===== config.mk =====
export PLATFORM = sky130hd
export DESIGN_NAME = fare_collector
export DESIGN_NICKNAME = d
export VERILOG_FILES = /design/src/rtl/fare_pkg.sv /design/src/rtl/fare_collector_change_maker.sv /design/src/rtl/fare_collector.sv
export SDC_FILE = /design/constraint.sdc
export NUM_CORES = 1
export LEC_CHECK = 0
export BUFFER_PORTS_ARGS = -buffer_cell sky130_fd_sc_hd__buf_4
export CAP_MARGIN = 40
export CORE_MARGIN = 10
export CORE_UTILIZATION = 28
export DETAILED_ROUTE_END_ITERATION = 8
export PLACE_DENSITY = 0.46
export SETUP_SLACK_MARGIN = 0.5
export SYNTH_ARGS = -nofsm -noshare
export SYNTH_HDL_FRONTEND = slang
export SYNTH_SLANG_ARGS = --single-unit

===== constraint.sdc =====
create_clock -name clk -period 7.54 [get_ports clk]
set_input_delay 1.131 -clock clk [delete_from_list [all_inputs] [get_ports clk]]
set_output_delay 1.131 -clock clk [all_outputs]
set_load 0.01 [all_outputs]

===== src/rtl/fare_pkg.sv =====
// Shared types and coin encoding for the fare payment path.
// Latency: n/a (types, constants and a pure function only).
// Backpressure: n/a.
package fare_pkg;

    // Coin codes, shared by the acceptor (coin_in_code) and the hopper (coin_out_code).
    localparam logic [1:0] C1  = 2'd0;
    localparam logic [1:0] C2  = 2'd1;
    localparam logic [1:0] C5  = 2'd2;
    localparam logic [1:0] C10 = 2'd3;

    typedef enum logic [1:0] {
        IDLE    = 2'd0,
        COLLECT = 2'd1,
        ISSUE   = 2'd2,
        CHANGE  = 2'd3
    } fare_state_t;

    // The largest coin value fits in 4 bits. Callers widen the result to
    // their DW+1 accumulator width with a size cast at the call site.
    function automatic logic [3:0] coin_value(input logic [1:0] code);
        logic [3:0] v;
        case (code)
            C1:      v = 4'd1;
            C2:      v = 4'd2;
            C5:      v = 4'd5;
            default: v = 4'd10;
        endcase
        return v;
    endfunction

endpackage


===== src/rtl/fare_collector_change_maker.sv =====
// Greedy change selector: picks the largest coin not exceeding the amount owed.
// Latency: combinational, 0 cycles.
// Backpressure: none; the parent holds its input steady while the hopper stalls.
// Ports: change (amount owed) -> code (coin code), value (coin value, DW+1 bits).
module change_maker
    import fare_pkg::*;
#(
    parameter int DW = 8
) (
    input  logic [DW:0] change,
    output logic [1:0]  code,
    output logic [DW:0] value
);

    always_comb begin
        code = C1;
        if (change >= (DW+1)'(10))     code = C10;
        else if (change >= (DW+1)'(5)) code = C5;
        else if (change >= (DW+1)'(2)) code = C2;
        value = (DW+1)'(coin_value(code));
    end

endmodule


===== src/rtl/fare_collector.sv =====
// Payment FSM: collects coins up to the fare, pulses one ticket_out per ticket, pays change/refunds greedily.
// Latency: start->busy 1 cycle; coin->paid 1 cycle; covered fare->ISSUE 1 more cycle; all outputs registered.
// Backpressure: change coins use valid/ready; code is held while coin_out_valid && !coin_out_ready.
// Ports: start/total/ticket (purchase request), cancel, coin_in_* (acceptor), coin_rej,
//        ticket_out (printer), coin_out_* (hopper), paid, busy, done.
module fare_collector
    import fare_pkg::*;
#(
    parameter int DW = 8
) (
    input  logic          clk,
    input  logic          rst,
    input  logic          start,
    input  logic [DW-1:0] total,
    input  logic [DW-1:0] ticket,
    input  logic          cancel,
    input  logic          coin_in_valid,
    input  logic [1:0]    coin_in_code,
    output logic          coin_rej,
    output logic          ticket_out,
    output logic          coin_out_valid,
    output logic [1:0]    coin_out_code,
    input  logic          coin_out_ready,
    output logic [DW:0]   paid,
    output logic          busy,
    output logic          done
);

    fare_state_t   state, state_d;
    logic [DW-1:0] total_q, total_d;
    logic [DW-1:0] tkt_q, tkt_d;
    logic [DW:0]   paid_d;
    logic [DW:0]   change_q, chg_d;
    logic [DW:0]   out_val_q;
    logic [DW:0]   coin_val;
    logic          rej_d, tkt_out_d, done_d;
    logic [1:0]    mk_code;
    logic [DW:0]   mk_val;

    assign coin_val = (DW+1)'(coin_value(coin_in_code));

    // Fed with the amount still owed after this cycle's handshake, so the
    // next coin is already chosen when coin_out_valid is re-registered.
    change_maker #(.DW(DW)) u_change_maker (
        .change (chg_d),
        .code   (mk_code),
        .value  (mk_val)
    );

    always_ff @(posedge clk) begin
        if (rst) state <= IDLE;
        else     state <= state_d;
    end

    always_comb begin
        state_d   = state;
        total_d   = total_q;
        tkt_d     = tkt_q;
        paid_d    = paid;
        chg_d     = change_q;
        rej_d     = coin_in_valid;   // any coin not explicitly accepted goes back
        tkt_out_d = 1'b0;
        done_d    = 1'b0;
        case (state)
            IDLE: begin
                if (start && total != '0 && ticket != '0) begin
                    total_d = total;
                    tkt_d   = ticket;
                    paid_d  = '0;
                    state_d = COLLECT;
                end
            end
            COLLECT: begin
                if (cancel) begin
                    // Refund everything; with nothing collected there is no change to pay.
                    chg_d = paid;
                    if (paid == '0) begin
                        state_d = IDLE;
                        done_d  = 1'b1;
                    end else begin
                        state_d = CHANGE;
                    end
                end else if (paid >= {1'b0, total_q}) begin
                    // Fare covered: a coin arriving now would not be in change_q, so it is returned.
                    chg_d   = paid - {1'b0, total_q};
                    state_d = ISSUE;
                end else if (coin_in_valid) begin
                    paid_d = paid + coin_val;
                    rej_d  = 1'b0;
                end
            end
            ISSUE: begin
                tkt_out_d = 1'b1;
                tkt_d     = tkt_q - DW'(1);
                if (tkt_q <= DW'(1)) begin
                    if (change_q != '0) begin
                        state_d = CHANGE;
                    end else begin
                        state_d = IDLE;
                        done_d  = 1'b1;
                    end
                end
            end
            CHANGE: begin
                if (coin_out_valid && coin_out_ready && change_q >= out_val_q) begin
                    chg_d = change_q - out_val_q;
                    if (chg_d == '0) begin
                        state_d = IDLE;
                        done_d  = 1'b1;
                    end
                end
            end
            default: state_d = IDLE;
        endcase
    end

    always_ff @(posedge clk) begin
        if (rst) begin
            total_q        <= '0;
            tkt_q          <= '0;
            paid           <= '0;
            change_q       <= '0;
            out_val_q      <= '0;
            coin_rej       <= 1'b0;
            ticket_out     <= 1'b0;
            coin_out_valid <= 1'b0;
            coin_out_code  <= C1;
            busy           <= 1'b0;
            done           <= 1'b0;
        end else begin
            total_q        <= total_d;
            tkt_q          <= tkt_d;
            paid           <= paid_d;
            change_q       <= chg_d;
            out_val_q      <= mk_val;
            coin_rej       <= rej_d;
            ticket_out     <= tkt_out_d;
            coin_out_valid <= (state_d == CHANGE);
            coin_out_code  <= (state_d == CHANGE) ? mk_code : C1;
            busy           <= (state_d != IDLE);
            done           <= done_d;
        end
    end

endmodule


* Word-level counts from Yosys, hierarchy flattened
Cells that the tools add are included.
** Word-level totals
- Register bits after elaboration :: 52
- Output and inout port bits :: 16
- Word-level logic and storage cells :: 91
** Cells by class
- Add/subtract/negate cells :: 4
- Magnitude comparators :: 6
- Eq/ne operators :: 12
- Muxes and demuxes :: 36
- Bitwise gates (word level) :: 1
- Reductions and logical operators :: 19
** Operators by type and width (number)
- two-way mux 9 bit :: 7
- case mux 9 bit (2 select lines) :: 2
- case mux 4 bit (3 select lines) :: 2
- two-way mux 2 bit :: 10
- zero test 9 bit :: 2
- case mux 8 bit (2 select lines) :: 1
- nonzero test 8 bit :: 2
- two-way mux 1 bit :: 11
- equality test 2 bit, second input constant :: 5
- adder 9 x 4 -> 9 bit :: 1
- >= comparator 9 x 2 -> 1 bit, second input constant :: 1
- >= comparator 9 x 3 -> 1 bit, second input constant :: 1
- >= comparator 9 x 4 -> 1 bit, second input constant :: 1
- >= comparator 9 x 8 -> 1 bit :: 1
- >= comparator 9 bit :: 1
- nonzero test 9 bit :: 1
- subtractor 9 x 8 -> 9 bit :: 1
- subtractor 9 bit :: 1
- less-or-equal comparator 8 x 1 -> 1 bit, second input constant :: 1
- two-way mux 8 bit :: 1
- != test 2 bit, second input constant :: 4
- case mux 2 bit (4 select lines) :: 1
- subtractor 8 x 1 -> 8 bit, second input constant :: 1
- equality test 2 x 1 -> 1 bit, second input constant :: 3
- other kinds (8) :: 16

* Longest topological paths before layout
Gate-level depths: netlist (run 1).
- Depth in word-level cells :: 10
- Mapped depth :: 13

* By module
Synthesis (run 1) repeated with hierarchy kept, for this count alone.
** Unflattened totals
- Cell total of the unflattened synthesis :: 454
- Area total of the unflattened synthesis :: 3565.9 µm²
** By module, submodules not included
- fare_collector :: times used 1, cells each 435, area each 3439.5 µm², seq. area each 1041.0 µm²
- change_maker :: times used 1, cells each 19, area each 126.4 µm², seq. area each 0.0 µm²

* Worst setup path before layout (run 1)
No wires, ideal clock.
- Path type :: input port to flip-flop
- Start :: input ticket[1]
- End :: register paid[7]
- Data arrival time :: 3.122 ns
- Data required time :: 7.423 ns
- Path slack :: 4.301 ns
- Stages on the path :: 10
- Buffers on the path :: 2
- Cell sequence :: nor4_1 -> a2111oi_2 -> and2_1 -> clkbuf_1 -> a31oi_1 -> a21oi_1 -> clkbuf_1 -> nand4_1 -> xor2_1 -> nor2_1
** Between the ends
- Longest elaborated chain between the ends :: 4
** Ends and longest elaborated chain
- from (decl) :: RTL line fare_collector.sv:15 : input logic [DW-1:0] ticket,
- nonzero test 8 bit :: RTL line fare_collector.sv:66 : if (start && total != '0 && ticket != '0) begin
- logical AND 1 bit :: RTL line fare_collector.sv:66
- != test 2 bit (no source line)
- AND reduction 5 bit (no source line)
- to (signal assigned) :: RTL line fare_collector.sv:133 : paid <= paid_d;
- to (decl) :: RTL line fare_collector.sv:24 : output logic [DW:0] paid,
No other way between the ends.
A chain may end at the register's enable or synchronous reset.

* Worst setup path after layout (run 1)
- Start :: input ticket[0]
- End :: register paid[6]
Same word-level chain as after synthesis.

==> flow_summary.toml, run 1 <==
[cts]
clock-sinks = 47
cts_resized = 0
clock_latency_ns = 0.29
root_buffer = "clkbuf_16"
cts_hold_buf = 0
clock_path_buffers = 2
post_cts_buffers = 0
htreeDepth = 2
path_clk_slew_ns = 0.07
numCtsBuffers = 5
cts_tree = "done"

[sta]
final_max_slew_viol_count = 0
setup_viol = 0
relSlewSlack_pct = 38.7
setup_ws_ns = 3.85
rsz0062_at_grt = "false"
fin_worst_skew_ns = 0.00709
finalSetupTns_ns = 0
worstMarginPinSlew_ns = 0.918
min_period_ns = 3.69
max_freq_mhz = 271
fin_crit_sh_pct = 48.9
hold_viol = 0

[setup_path]
max_stage_delay_ns = 0.86
critical_path_buf_inv_count = 1
crit_type = "primary input to flop"
crit_fanout = 12
slowest_stage = "a2111oi_2"
arrival_ns = 3.87
critPathCaptureType = "flop"
path_cells = "buf_4 -> nor4_1 -> a2111oi_2 -> and2_1 -> a31oi_1 -> a21oi_1 -> and4b_1 -> xnor2_1 -> nor2_1"
crit_family = "compound AO/OA/AOI/OAI gates"
start_kind = "primary input"
critPathLaunch = "ticket[0]"
r2r-start = "change_q[0]"
cp.required_ns = 7.72

[floorplanning]
core_um2 = 11500
io_pins = 40
die_w_um = 129
die_h_um = 129
dieArea_um2 = 16600
rows = 39
start_util_pct = 28.9

[synthesis]
yosysSeqAreaShare_pct = 28.3
synth_fp_nets = 466
synth-warning-count = 0
synthCells = 421
syn_area_um2 = 3330
synth_cell_types = 67
synth-edff-count = 0
async_flop_share_pct = 0
avgSynthCellArea_um2 = 7.90
ys.flop_type = "dfxtp_1"
ys_ff_latch = 47

[run_status]
status = "completed"

[pwr]
internal_power_mw = 0.562
peakVddDrop_v = 0.000106
p_seq_share_pct = 33.4
p_clk_share_pct = 29.5
p_per_area_nw_per_um2 = 229
comb_power_share_pct = 37.1
p_leak_nw = 1.59
swShare_pct = 36.7
p_sw_mw = 0.325

[global_routing]
first_global_vias = 3119
grt_remaining_overflow = 0
antenna_found_initial = 0
grt_pass1_wl_um = 16300
grt_max_degree = 34
track_usage_pct = 12.0

[finish]
area_growth_pct = 16.4
postLayoutCellArea_um2 = 3870
diodes = 0
final_cell_mix = "dfxtp_1 (47), nor2_1 (39), buf_4 (39)"
layout_commonest_cell = "dfxtp_1"
fin_nets = 490
drive_gt1_share_pct = 14.1

[placement]
dpl_cell_area_um2 = 3700
portBuffers = 39
dp_worst_setup_slack_ns = 3.52
gp_congestion = 0.846
dpl.hpwl_um = 7760

[routing]
viasPerCell = 5.38
drtAntennaViolNets = 0
dr.pass1.iters = 7
drc = 0
wl_per_cell_um = 17.2
vias = 3169
drtIter0Drc = 196
wirelength_um = 10100

[hold_path]
hp-class = "flop to flop"
hold_start = "total_q[3]"

[run]
timing.max_cap.violations = 0
routing by layer:
layer	GRT usage, %	share of wire (%)	up-vias
met2	19.7	47	54
li1	-	-	1596
met5	0	0	-
met1	15.6	47	1505
met3	1.68	2.9	14
met4	4.62	2.2	0
stage by stage:
step,hold WS [ns],util (%),cells,total power [mW]
floorplan,0.436,-,421,0.539
global placement,0.446,32.1,581,0.630
detailed placement,0.447,32.1,581,0.629
CTS,0.456,33.6,589,0.895
global route,0.468,33.6,589,0.942
finish,0.455,33.6,589,0.887
flip-flops by register name, summed over array words and instances (netlist names):
name,count
ticket_out,1
coin_rej,1
coin_out_code,2
paid,9
coin_out_valid,1
busy,1
total_q,8
done,1
state,2
tkt_q,8
change_q,9
out_val_q,4
logic make-up after synthesis:
group                      share of synthesized area, %
and+or+nand+nor                                    26.6
AOI/OAI and AO/OA                                  26.4
xor gates and xnor gates                           3.42
adders and majority gates                          8.58
muxes                                             0.903
DFF                                                28.3
buffers and inverters                              5.83
cell type report:
cell class / count / area (um^2)
clock inverter: 3 / 47.5
clock buffer: 5 / 125
timing repair buffer: 39 / 293
multi-input combinational: 327 / 2190
sequential: 47 / 941
fill: 1262 / 7650
inverter: 25 / 93.8
tap: 143 / 179
worst min-delay path, stage by stage (launching register included):
cell	delay, ns
dfxtp_1	0.31
nand2_1	0.05
a21oi_1	0.05
cells in the mapped netlist, types with 10 or more instances:
cell type | n | area, um^2
nor4_1 | 12 | 75.1
ha_1 | 18 | 225
nor2b_1 | 14 | 87.6
nor2_1 | 39 | 146
nand3_1 | 13 | 65.1
o21ai_0 | 11 | 55.1
and2_1 | 10 | 62.6
clkbuf_1 | 17 | 63.8
nand2_1 | 38 | 143
inv_1 | 25 | 93.8
dfxtp_1 | 47 | 941
a21oi_1 | 33 | 165
path summary, 6_finish.rpt:
path / endpoint / slack [ns] / depth (start not counted)
worst max-delay path: paid[6] / 3.85 / 9
worst max register to register: busy / 3.87 / 12
worst min register to register: total_q[3] / 0.45 / 2
worst min-delay path: total_q[3] / 0.45 / 2
power groups by stage:
stage / Sequential, mW / Clock [mW] / Combinational (mW)
finish: 0.296 / 0.262 / 0.329
CTS: 0.297 / 0.270 / 0.329
floorplan: 0.291 / 0 / 0.248
global route: 0.300 / 0.277 / 0.365
global placement: 0.302 / 0 / 0.327
detailed placement: 0.302 / 0 / 0.327
Note: power is estimated with default switching activity, not from simulation.
==> run 2: changes to the inputs <==
==> constraint.sdc (replaced) <==
create_clock -name clk -period 3.8 [get_ports clk]
set_input_delay 0.57 -clock clk [delete_from_list [all_inputs] [get_ports clk]]
set_output_delay 0.57 -clock clk [all_outputs]
set_load 0.01 [all_outputs]
==> flow_summary.toml, run 2 (synthesis results as in run 1) <==
[finish]
drive_gt1_share_pct = 17.1
largestRegisters = "change_q: 9 flops, paid: 9 flops"
instances_no_fill = 600
final_cell_mix = "buf_4 (50), dfxtp_1 (47), nor2_1 (39)"
diodes = 0
finalCoreUtilization_pct = 34.8
postLayoutCellArea_um2 = 4010
fin_nets = 501
layout_commonest_cell = "buf_4"
area_growth_pct = 20.6

[routing]
drtAntennaViolNets = 0
wl_met3_um = 412
wirelength_um = 10200
wl_per_cell_um = 17.0
met2WireLength_um = 4860
wl_met1_um = 4730
maxUsedRoutingLayer = "met4"
drtIter0Drc = 200
drc = 0
dr.pass1.iters = 4
vias = 3225
viasPerCell = 5.38

[sta]
final_max_slew_viol_count = 0
hold_viol = 0
min_period_ns = 3.18
setup_viol = 0
worstMarginPinSlew_ns = 0.894
finalSetupTns_ns = 0
relSlewSlack_pct = 40.3
setup_ws_ns = 0.621
rsz0062_at_grt = "false"
fin_crit_sh_pct = 83.7
fin_worst_skew_ns = 0.00893
max_freq_mhz = 315

[placement]
portBuffers = 39
place_inst = 589
dpl.hpwl_um = 8010
gp_congestion = 0.854
dpl_cell_area_um2 = 3760
dp_worst_setup_slack_ns = 0.382

[global_routing]
grt_max_degree = 34
first_global_vias = 3244
grt_remaining_overflow = 0
track_usage_pct = 12.3
antenna_found_initial = 0
grt_pass1_wl_um = 16600

[cts]
clock_latency_ns = 0.29
root_buffer = "clkbuf_16"
htreeDepth = 2
clock-sinks = 47
cts_tree = "done"
path_clk_slew_ns = 0.06
numCtsBuffers = 5
clock_path_buffers = 2

[run_status]
status = "completed"

[run]
timing.max_cap.violations = 0

[floorplanning]
rows = 39
die_h_um = 129
core_um2 = 11500
die_w_um = 129
dieArea_um2 = 16600
io_pins = 40
start_util_pct = 28.9

[setup_path]
start_kind = "flop"
max_stage_delay_ns = 0.58
critPathCaptureType = "flop"
slowest_stage = "o31ai_1"
cp.required_ns = 4.00
path_cells = "ha_1 -> and4b_1 -> a211o_1 -> o31ai_1 -> or4b_2 -> nand4_1 -> nor4_4 -> nor4bb_1"
crit_fanout = 5
arrival_ns = 3.38
crit_family = "simple AND/OR/NAND/NOR gates"
critical_path_buf_inv_count = 0
crit_type = "flop to flop"

[pwr]
peakVddDrop_v = 0.000175
p_per_area_nw_per_um2 = 471
p_leak_nw = 1.66

[hold_path]
hp-class = "flop to flop"
## run 2: changes by cell type in the layout (fill, tap and decap cells not counted), sizes merged
cell    previous run  this run
inv               26        25
clkbuf             5         6
bufinv             1         2
buf               39        50
clkinv             1         0
## run 2: power by group
group | switching [mW] | internal, mW | leakage, nW
Sequential | 0.0399 | 0.539 | 0.384
Clock | 0.191 | 0.377 | 0.0911
Combinational | 0.430 | 0.314 | 1.19
## run 2: timing repair
action                                 4_1_cts  5_1_grt
pin swaps                                    0        2
setup endpoints to repair                    3        7
gates resized for setup                      2        6
hold buffers                                 0        0
buffers inserted                             0        3
endpoints found under the hold margin        0        0
## run 2: metal layers
| layer | vias to the layer above | track usage (%) |
|---|---|---|
| met4 | 0 | 4.28 |
| li1 | 1610 | - |
| met3 | 16 | 2.05 |
| met5 | - | 0 |
| met2 | 67 | 20.5 |
| met1 | 1532 | 15.5 |
## run 2: worst paths after layout
check	startpoint	endpoint	slack (ns)	cells past startpoint
worst max register to register	change_q[3]	out_val_q[2]	0.62	8
worst min register to register	total_q[3]	total_q[3]	0.46	2
worst min-delay path	total_q[3]	total_q[3]	0.46	2
worst max-delay path	change_q[3]	out_val_q[2]	0.62	8
## run 2: layout make-up
cell class	instances	area (um^2)
repair buffers	50	375
well taps	143	179
flip-flops and latches	47	941
clock inverters	2	60.1
multi-input cells	327	2230
clock buffers	6	129
inverters	25	93.8
fillers	1228	7500
## run 2: tightest hold or removal path: stages, from the launching register on
cell	delay [ns]
dfxtp_1	0.31
nand2_1	0.05
a21oi_1	0.05
## run 2: metrics by stage
| step | total power [mW] | hold WS, ns |
|---|---|---|
| floorplan | 1.07 | 0.436 |
| global placement | 1.27 | 0.448 |
| detailed placement | 1.27 | 0.447 |
| CTS | 1.86 | 0.456 |
| global route | 2.01 | 0.480 |
| finish | 1.89 | 0.456 |
==> run 3: changes to the inputs <==
--- a/config.mk
+++ b/config.mk
@@ -5,12 +5,13 @@
 export SDC_FILE = /design/constraint.sdc
 export NUM_CORES = 1
 export LEC_CHECK = 0
+export ABC_AREA = 1
 export BUFFER_PORTS_ARGS = -buffer_cell sky130_fd_sc_hd__buf_4
 export CAP_MARGIN = 40
 export CORE_MARGIN = 10
 export CORE_UTILIZATION = 28
 export DETAILED_ROUTE_END_ITERATION = 8
-export PLACE_DENSITY = 0.46
+export PLACE_DENSITY = 0.48
 export SETUP_SLACK_MARGIN = 0.5
 export SYNTH_ARGS = -nofsm -noshare
 export SYNTH_HDL_FRONTEND = slang
==> constraint.sdc (replaced) <==
create_clock -name clk -period 2.81 [get_ports clk]
set_input_delay 0.4215 -clock clk [delete_from_list [all_inputs] [get_ports clk]]
set_output_delay 0.4215 -clock clk [all_outputs]
set_load 0.01 [all_outputs]
==> flow_summary.toml, run 3 <==
[run_status]
status = "completed"

[synthesis]
syn_area_um2 = 3630
synthTopCellsByCount = "nand2_1 (128), inv_1 (85), nor2_1 (66), dfxtp_1 (47), nand3_1 (42)"
avgSynthCellArea_um2 = 6.42
synth-warning-count = 0
yosysTopAreaCellShare_pct = 25.9
ys_ff_latch = 47
synthCells = 565
synth_area_leaders = "dfxtp_1 (26%), nand2_1 (13%), inv_1 (8.8%)"
yosysTopAreaCell = "dfxtp_1"
yosysSeqAreaShare_pct = 25.9
synth_cell_types = 44
synth-edff-count = 0
yosysMostFrequentCell = "nand2_1"
synth_fp_nets = 610
ys.flop_type = "dfxtp_1"
async_flop_share_pct = 0

[finish]
fin_nets = 666
drive_gt1_share_pct = 26.7
largestRegisters = "change_q: 9 flops, paid: 9 flops"
final_cell_mix = "nand2_1 (123), inv_1 (80), nor2_1 (60)"
area_growth_pct = 28.1
layout_commonest_cell = "nand2_1"
diodes = 0

[pwr]
swShare_pct = 48.3
comb_power_share_pct = 63.0
p_seq_share_pct = 20.4
p_clk_share_pct = 16.6
p_per_area_nw_per_um2 = 1050
p_sw_mw = 2.35
peakVddDrop_v = 0.000452
power_mw = 4.87
p_leak_nw = 2.27
internal_power_mw = 2.52

[routing]
drtAntennaViolNets = 0
wl_per_cell_um = 14.5
vias = 3718
wirelength_um = 11600
dr.pass1.iters = 4
drtIter0Drc = 163
viasPerCell = 4.68
drc = 0

[sta]
rsz0062_at_grt = "true"
setup_viol = 0
max_freq_mhz = 419
worstMarginPinSlew_ns = 0.759
relSlewSlack_pct = 48.9
setup_ws_ns = 0.422
fin_worst_skew_ns = 0.00856
hold_viol = 0
min_period_ns = 2.39
finalSetupTns_ns = 0
final_max_slew_viol_count = 0
fin_crit_sh_pct = 85.0

[global_routing]
grt_max_degree = 24
first_global_vias = 3796
grt_pass1_wl_um = 18600
antenna_found_initial = 0
grt_remaining_overflow = 0
met2_usage_pct = 22.4
track_usage_pct = 12.6
grt_util_met1_pct = 15.0
busiest_layer = "met2"
grtUsageMet3_pct = 1.90

[setup_path]
arrival_ns = 2.56
cp.required_ns = 2.98
crit_fanout = 3
critPathCaptureType = "flop"
crit_type = "flop to flop"
reg2reg_slack_ns = 0.42
start_kind = "flop"
path_cells = "inv_2 -> ha_4 -> inv_4 -> fa_2 -> buf_4 -> nand2_1 -> nand2_1 -> nand2_1 -> nand2_1 -> xor2_1 -> nand2_1 -> nand3_1 -> inv_1 -> nor2_1 -> nand2_1 -> nor2_2 -> nand4_2 -> nand2_1 -> nor2_1"
slowest_stage = "fa_2"
path_common_cell = "nand2_1"
max_stage_delay_ns = 0.33

[placement]
portBuffers = 39
dp_worst_setup_slack_ns = 0.120
dpl.hpwl_um = 8960
gp_congestion = 0.926

[floorplanning]
core_um2 = 12700
dieArea_um2 = 17900
die_w_um = 134
die_h_um = 134
rows = 41
io_pins = 40
start_util_pct = 28.6

[cts]
numCtsBuffers = 5
cts_hold_buf = 0
clock_path_buffers = 2
cts_tree = "done"
path_clk_slew_ns = 0.07
root_buffer = "clkbuf_16"
htreeDepth = 2
clock-sinks = 47
clock_latency_ns = 0.30

[run]
timing.max_cap.violations = 0

[hold_path]
hp-class = "primary input to flop"
## run 3: metrics by stage
stage	std cells	instance area (um^2)	utilization [%]	hold WS, ns
CTS	792	4570	36.1	0.353
finish	794	4640	36.7	0.358
detailed placement	775	4150	32.7	0.459
floorplan	565	3630	-	0.433
global placement	775	4150	32.7	0.456
global route	794	4640	36.7	0.379
## run 3: worst paths after layout
check | startpoint | to | cells past startpoint
hold / removal | coin_in_valid | coin_rej | 3
setup reg to reg | change_q[0] | out_val_q[0] | 19
hold reg to reg | total_q[5] | total_q[5] | 2
setup / recovery | change_q[0] | out_val_q[0] | 19
## run 3: what timing repair did
item	CTS	global route
setup buffers	9	2
resized for setup	46	14
setup endpoints to repair	12	16
pin swaps	16	15
cloned	0	0
## run 3: cells by family after synthesis
kind of cell,synth area share (%)
buf+inv,11.1
flops,25.9
compound gates,13.3
fa+ha+maj,7.87
xor+xnor,1.93
simple gates,39.9
## run 3: cell type report
| cell class | count | area [um^2] |
|---|---|---|
| clock inverter | 3 | 71.3 |
| timing repair buffer | 57 | 428 |
| inverter | 96 | 367 |
| fill | 1395 | 8030 |
| tap | 172 | 215 |
| sequential | 47 | 962 |
| clock buffer | 5 | 125 |
| multi-input combinational | 414 | 2480 |
## run 3: power by group through the flow
| stage | clock, mW | sequential [mW] | combinational, mW |
|---|---|---|---|
| floorplan | 0 | 0.943 | 2.08 |
| global placement | 0 | 0.977 | 2.72 |
| detailed placement | 0 | 0.981 | 2.72 |
| CTS | 0.829 | 0.984 | 2.96 |
| global route | 0.850 | 1.01 | 3.42 |
| finish | 0.808 | 0.992 | 3.07 |
## run 3: routing by layer
metal	wire [um]	vias up	share of wire, %
met3	376	10	3.3
li1	-	1930	-
met4	180	0	1.6
met5	0	-	0
met2	5690	62	49
met1	5300	1716	46
## run 3: worst max-delay path, delay by kind of cell, from the launching register on
kind,cells,cell delay (ns)
xor+xnor,1,0.19
fa+ha+maj,2,0.48
flops,1,0.32
buf+inv,4,0.32
simple gates,12,0.98
